### src/rtl/i2s_tx_serializer_pkg.sv
// rtl/i2s_tx_serializer_pkg.sv - shared audio types and slot-width constant for the I2S transmitter
package i2s_tx_serializer_pkg;

    typedef enum logic [1:0] {
        ST_IDLE  = 2'd0,
        ST_LEFT  = 2'd1,
        ST_RIGHT = 2'd2
    } i2s_state_e;

    localparam int I2S_SLOT_BITS = 16;

endpackage

### src/rtl/i2s_bclk_gen.sv
// rtl/i2s_bclk_gen.sv - BCLK divider producing the bit clock and a fall-event strobe
module i2s_bclk_gen #(
    parameter int CLK_DIV = 4
) (
    input  logic clk,
    input  logic reset,
    input  logic run,
    output logic bclk,
    output logic fall_evt
);

    localparam int CW = (CLK_DIV > 1) ? $clog2(CLK_DIV) : 1;
    localparam logic [CW-1:0] TERM = CW'(CLK_DIV - 1);

    logic [CW-1:0] cnt_q, cnt_d;
    logic          bclk_q, bclk_d;
    logic          term;

    assign term     = (cnt_q == TERM);
    assign fall_evt = run && term && bclk_q;
    assign bclk     = bclk_q;

    always_comb begin
        cnt_d  = cnt_q;
        bclk_d = bclk_q;
        if (!run) begin
            cnt_d  = '0;
            bclk_d = 1'b0;
        end else if (term) begin
            cnt_d  = '0;
            bclk_d = ~bclk_q;
        end else begin
            cnt_d = cnt_q + 1'b1;
        end
    end

    always_ff @(posedge clk) begin
        if (reset) begin
            cnt_q  <= '0;
            bclk_q <= 1'b0;
        end else begin
            cnt_q  <= cnt_d;
            bclk_q <= bclk_d;
        end
    end

endmodule

### src/rtl/i2s_tx_serializer.sv
// rtl/i2s_tx_serializer.sv - mono-duplicated I2S transmitter with one-entry sample holding register
module i2s_tx_serializer
    import i2s_tx_serializer_pkg::*;
#(
    parameter int CLK_DIV   = 4,
    parameter int WORD_BITS = I2S_SLOT_BITS
) (
    input  logic                        clk,
    input  logic                        reset,
    input  logic                        enable,
    input  logic signed [WORD_BITS-1:0] sample_in,
    input  logic                        sample_valid,
    input  logic                        clear_flags,
    output logic                        bclk,
    output logic                        lrclk,
    output logic                        sdata,
    output logic                        frame_req,
    output logic                        underflow,
    output logic                        overflow
);

    localparam int BW = (WORD_BITS > 1) ? $clog2(WORD_BITS) : 1;
    localparam logic [BW-1:0] LAST_BIT = BW'(WORD_BITS - 1);

    i2s_state_e          state_q, state_d;
    logic [BW-1:0]        bit_q, bit_d, next_bit;
    logic                 started_q, started_d;
    logic                 lrclk_q, lrclk_d;
    logic                 sdata_q, sdata_d;
    logic                 frame_req_q, frame_req_d;
    logic [WORD_BITS-1:0] frame_word_q, frame_word_d;
    logic [WORD_BITS-1:0] hold_q, hold_d;
    logic                 valid_q, valid_d;
    logic                 underflow_q, underflow_d;
    logic                 overflow_q, overflow_d;
    logic [WORD_BITS-1:0] word_sel;
    logic                 load, run, fall_evt;

    assign run = (state_q != ST_IDLE) && enable;

    i2s_bclk_gen #(.CLK_DIV(CLK_DIV)) u_bclk_gen (
        .clk      (clk),
        .reset    (reset),
        .run      (run),
        .bclk     (bclk),
        .fall_evt (fall_evt)
    );

    // An empty holding register at frame start repeats the previous word
    assign word_sel = valid_q ? hold_q : frame_word_q;

    always_comb begin
        state_d     = state_q;
        bit_d       = bit_q;
        started_d   = started_q;
        lrclk_d     = lrclk_q;
        sdata_d     = sdata_q;
        frame_req_d = 1'b0;
        load        = 1'b0;
        next_bit    = bit_q;
        if (!enable) begin
            state_d   = ST_IDLE;
            bit_d     = '0;
            started_d = 1'b0;
            lrclk_d   = 1'b0;
            sdata_d   = 1'b0;
        end else if (state_q == ST_IDLE) begin
            state_d = ST_LEFT;
        end else if (fall_evt) begin
            if (!started_q) begin
                started_d = 1'b1;
                next_bit  = '0;
                load      = 1'b1;
            end else if (bit_q == LAST_BIT) begin
                next_bit = '0;
                if (state_q == ST_LEFT) begin
                    state_d = ST_RIGHT;
                end else begin
                    state_d = ST_LEFT;
                    load    = 1'b1;
                end
            end else begin
                next_bit = bit_q + 1'b1;
            end
            bit_d = next_bit;
            // Word select leads the slot by one bit
            if (next_bit == LAST_BIT) begin
                lrclk_d = ~lrclk_q;
            end
            frame_req_d = load;
            sdata_d     = load ? word_sel[LAST_BIT - next_bit] : frame_word_q[LAST_BIT - next_bit];
        end

        frame_word_d = load ? word_sel : frame_word_q;
        hold_d       = sample_valid ? sample_in : hold_q;
        valid_d      = sample_valid ? 1'b1 : (load ? 1'b0 : valid_q);
        underflow_d  = (underflow_q & ~clear_flags) | (load && !valid_q && !sample_valid);
        overflow_d   = (overflow_q & ~clear_flags) | (sample_valid && valid_q && !load);
    end

    always_ff @(posedge clk) begin
        if (reset) begin
            state_q      <= ST_IDLE;
            bit_q        <= '0;
            started_q    <= 1'b0;
            lrclk_q      <= 1'b0;
            sdata_q      <= 1'b0;
            frame_req_q  <= 1'b0;
            frame_word_q <= '0;
            hold_q       <= '0;
            valid_q      <= 1'b0;
            underflow_q  <= 1'b0;
            overflow_q   <= 1'b0;
        end else begin
            state_q      <= state_d;
            bit_q        <= bit_d;
            started_q    <= started_d;
            lrclk_q      <= lrclk_d;
            sdata_q      <= sdata_d;
            frame_req_q  <= frame_req_d;
            frame_word_q <= frame_word_d;
            hold_q       <= hold_d;
            valid_q      <= valid_d;
            underflow_q  <= underflow_d;
            overflow_q   <= overflow_d;
        end
    end

    assign lrclk     = lrclk_q;
    assign sdata     = sdata_q;
    assign frame_req = frame_req_q;
    assign underflow = underflow_q;
    assign overflow  = overflow_q;

endmodule

### config.mk
export PLATFORM = sky130hd
export DESIGN_NAME = i2s_tx_serializer
export DESIGN_NICKNAME = d
export VERILOG_FILES = /design/src/rtl/i2s_tx_serializer_pkg.sv /design/src/rtl/i2s_bclk_gen.sv /design/src/rtl/i2s_tx_serializer.sv
export SDC_FILE = /design/constraint.sdc
export NUM_CORES = 1
export LEC_CHECK = 0
export ABC_CLOCK_PERIOD_IN_PS = 3800
export CAP_MARGIN = 20
export CORE_MARGIN = 4
export CORE_UTILIZATION = 45
export DETAILED_ROUTE_END_ITERATION = 16
export PLACE_DENSITY = 0.77
export SKIP_LAST_GASP = 1
export SYNTH_ARGS = -nofsm -noshare
export SYNTH_HDL_FRONTEND = slang
export SYNTH_SLANG_ARGS = --single-unit
### constraint.sdc
create_clock -name clk -period 3.8 [get_ports clk]
set_input_delay 0.57 -clock clk [delete_from_list [all_inputs] [get_ports clk]]
set_output_delay 0.57 -clock clk [all_outputs]
set_load 0.02 [all_outputs]
==> run summary <==
TritonCTS clock tree: done
GP Congestion: 0.833
DR pass1 iterations: 4
setup TNS: 0 ps
synth cell count leaders: 48 x dfxtp_1, 44 x nor2_1, 32 x mux2i_1
Syn. warnings: 0
pwr dens: 379 nW/um^2
layout cell share with drive strength beyond 1: 0.108
hold buffer count at cts: 0
die area: 5900 um^2
combinational power share: 0.060
total number of vias: 1584
H-tree level count: 2
Post-route DRC: 0
Setup WS post-layout: 1610 ps
critical path arrival: 2380 ps
#FFs+latches synth: 48
synthesized instance count: 217
fmax: 0.457 GHz
final setup vio count: 0
Worst setup EP type: flop
Total Power: 0.955 mW
net count reported at finish: 262
Mapped Area: 2130 um^2
status: complete, no violations
leakage: 1.09 nW
WL/cell: 13.7 um
Tmin final: 2190 ps
most common cell in the synthesized netlist: dfxtp_1
first-pass GRT wire length: 6950 um
io pins: 27
ys async rst share: 0
period utilisation layout: 0.576
Syn Area/Cell: 9.82 um^2
num rows: 24
top cells by area, synth: dfxtp_1 45%, mux2i_1 15%, nor2_1 7.8%
sequential power share: 0.548
total CTS buffers: 5
dpl hpwl: 2900 um
Buffers on Ports: 26
clk sinks: 48
pin count of the biggest net entering global routing: 39
Worst Skew: 7.60 ps
max_cap viols: 0
number of synthesized flops with an enable pin: 0
area leader, netlist: dfxtp_1
final wirelength: 4010 um
net count after synthesis: 240
critical-path maximum fanout: 10
synth-to-layout area growth: 18.1%
Yosys top cell area share: 0.451
Clock power frac: 0.391
ys flop type: dfxtp_1
clk slew on worst S/H paths: 90 ps
CTS Root Cell: clkbuf_8
initial DRC count: 87
Max-slew headroom: 0.321
worst hold path class: reg2reg
Setup Buffers After CTS: 0
Final Hold Vio Count: 0
initial antenna violation count: 0
worst path cell trace: ha_1, nand2_2, mux4_2, mux2_2, a21oi_2, a211oi_2
Vias/cell: 5.42
number of global-route vias before repair: 1503
ANT cells: 0
antenna-violating nets left: 0
Die Wd: 76.8 um
Initial Util: 0.476
total grt overflow: 0
Placed Cells: 284
crit path launch type: flop
Core ar.: 4470 um^2
CTS max path bufs: 2
Placement Setup Slack: 1460 ps
Finished Core Util: 0.563
Finished Layout Cells: 292
Slew Limit Fails: 0
Setup CP Type: reg2reg
Die Y: 76.8 um
sequential area share after synthesis: 0.451
NetSw: 0.208 mW
Total Routing Usage GR: 0.146
unique cell type count in the Yosys netlist: 53
Internal: 0.747 mW
Peak VDD IR: 0.000250 V
Tightest Pin Transition: 1020 ps
RSZ-0062 raised after global routing: false
CP peak stage delay: 530 ps
Worst Path Required: 3990 ps
slowest stage cell, crit path: dfxtp_1
sw frac: 0.217
fill count: 385
post_cts resized: 0
clk_lat worst skew: 310 ps
==> worst paths after layout <==
| kind | startpoint | end | slack [ps] | cells past startpoint |
|---|---|---|---|---|
| setup / recovery | bit_q[0]$_SDFFE_PP0P_ | sdata$_SDFFE_PP0P_ | 1610 | 6 |
| hold / removal | u_bclk_gen.cnt_q[0]$_SDFF_PP0_ | u_bclk_gen.cnt_q[0]$_SDFF_PP0_ | 450 | 1 |
| setup reg to reg | bit_q[0]$_SDFFE_PP0P_ | sdata$_SDFFE_PP0P_ | 1610 | 6 |
| hold reg to reg | u_bclk_gen.cnt_q[0]$_SDFF_PP0_ | u_bclk_gen.cnt_q[0]$_SDFF_PP0_ | 450 | 1 |
==> area by class of cell <==
| cell class | instances | area, um^2 | share of cell area |
|---|---|---|---|
| Clock buffer | 5 | 68.8 | 0.0273 |
| Inverter | 2 | 7.51 | 0.00298 |
| Multi-Input combinational cell | 155 | 1100 | 0.437 |
| Clock inverter | 3 | 47.5 | 0.0189 |
| Sequential cell | 48 | 961 | 0.382 |
| Tap cell | 52 | 65.1 | 0.0258 |
| Timing Repair Buffer | 27 | 268 | 0.106 |
==> per-stage QoR <==
stage	area (um^2)	hold slack [ps]
after floorplan	2130	407
after CTS	2520	452
final	2520	446
after global routing	2520	473
after global placement	2400	419
after detailed placement	2400	439
==> state kept, by name (all words and copies together) (netlist names) <==
signal,flops
u_bclk_gen.bclk,1
frame_word_q,16
bit_q,4
u_bclk_gen.cnt_q,2
frame_req,1
underflow,1
sdata,1
state_q,2
valid_q,1
overflow,1
started_q,1
lrclk,1
hold_q,16
==> metal layers <==
layer,GRT usage,part of all wire,wire (um)
met1,0.185,0.48,1920
met2,0.230,0.46,1850
met3,0.0316,0.034,138
met4,0.0815,0.023,91
met5,0,0,0
==> power groups by stage <==
stage,sequential [mW],clock [mW],combinational (mW)
detailed placement,0.535,0,0.0583
global placement,0.535,0,0.0573
global route,0.525,0.402,0.0637
CTS,0.523,0.386,0.0585
finish,0.523,0.373,0.0577
floorplan,0.533,0,0.0311
==> logic make-up (layout without fill, tap and decap cells) <==
| logic type | count (synthesis) | in the layout | synth area share |
|---|---|---|---|
| and+or+nand+nor | 81 | 81 | 0.187 |
| DFF | 48 | 48 | 0.451 |
| muxes | 35 | 35 | 0.177 |
| AOI/OAI and AO/OA | 34 | 34 | 0.124 |
| buffers and inverters | 14 | 37 | 0.0329 |
| xor gates and xnor gates | 3 | 3 | 0.0159 |
| adders and majority gates | 2 | 2 | 0.0117 |
==> worst max-delay path: cells and delay by family, from the launching register on <==
family | cells | cell delay [ps]
flip-flops | 1 | 530
AO/OA/AOI/OAI | 2 | 200
adder cells (fa/ha/maj) | 1 | 350
multiplexers | 2 | 810
AND/OR/NAND/NOR | 1 | 180
==> cells in the final DEF, fill, tap and decap left out, types with 3 or more instances in the layout <==
cell / Yosys / layout
mux2i_1: 32 / 32
o21ai_0: 5 / 5
nand2_1: 8 / 8
and3_1: 3 / 3
nand3_1: 6 / 6
nor2_1: 44 / 44
clkdlybuf4s50_1: 0 / 26
a21oi_1: 8 / 8
dfxtp_1: 48 / 48
clkbuf_8: 0 / 5
No activity file was read; power rests on OpenSTA's default activity.
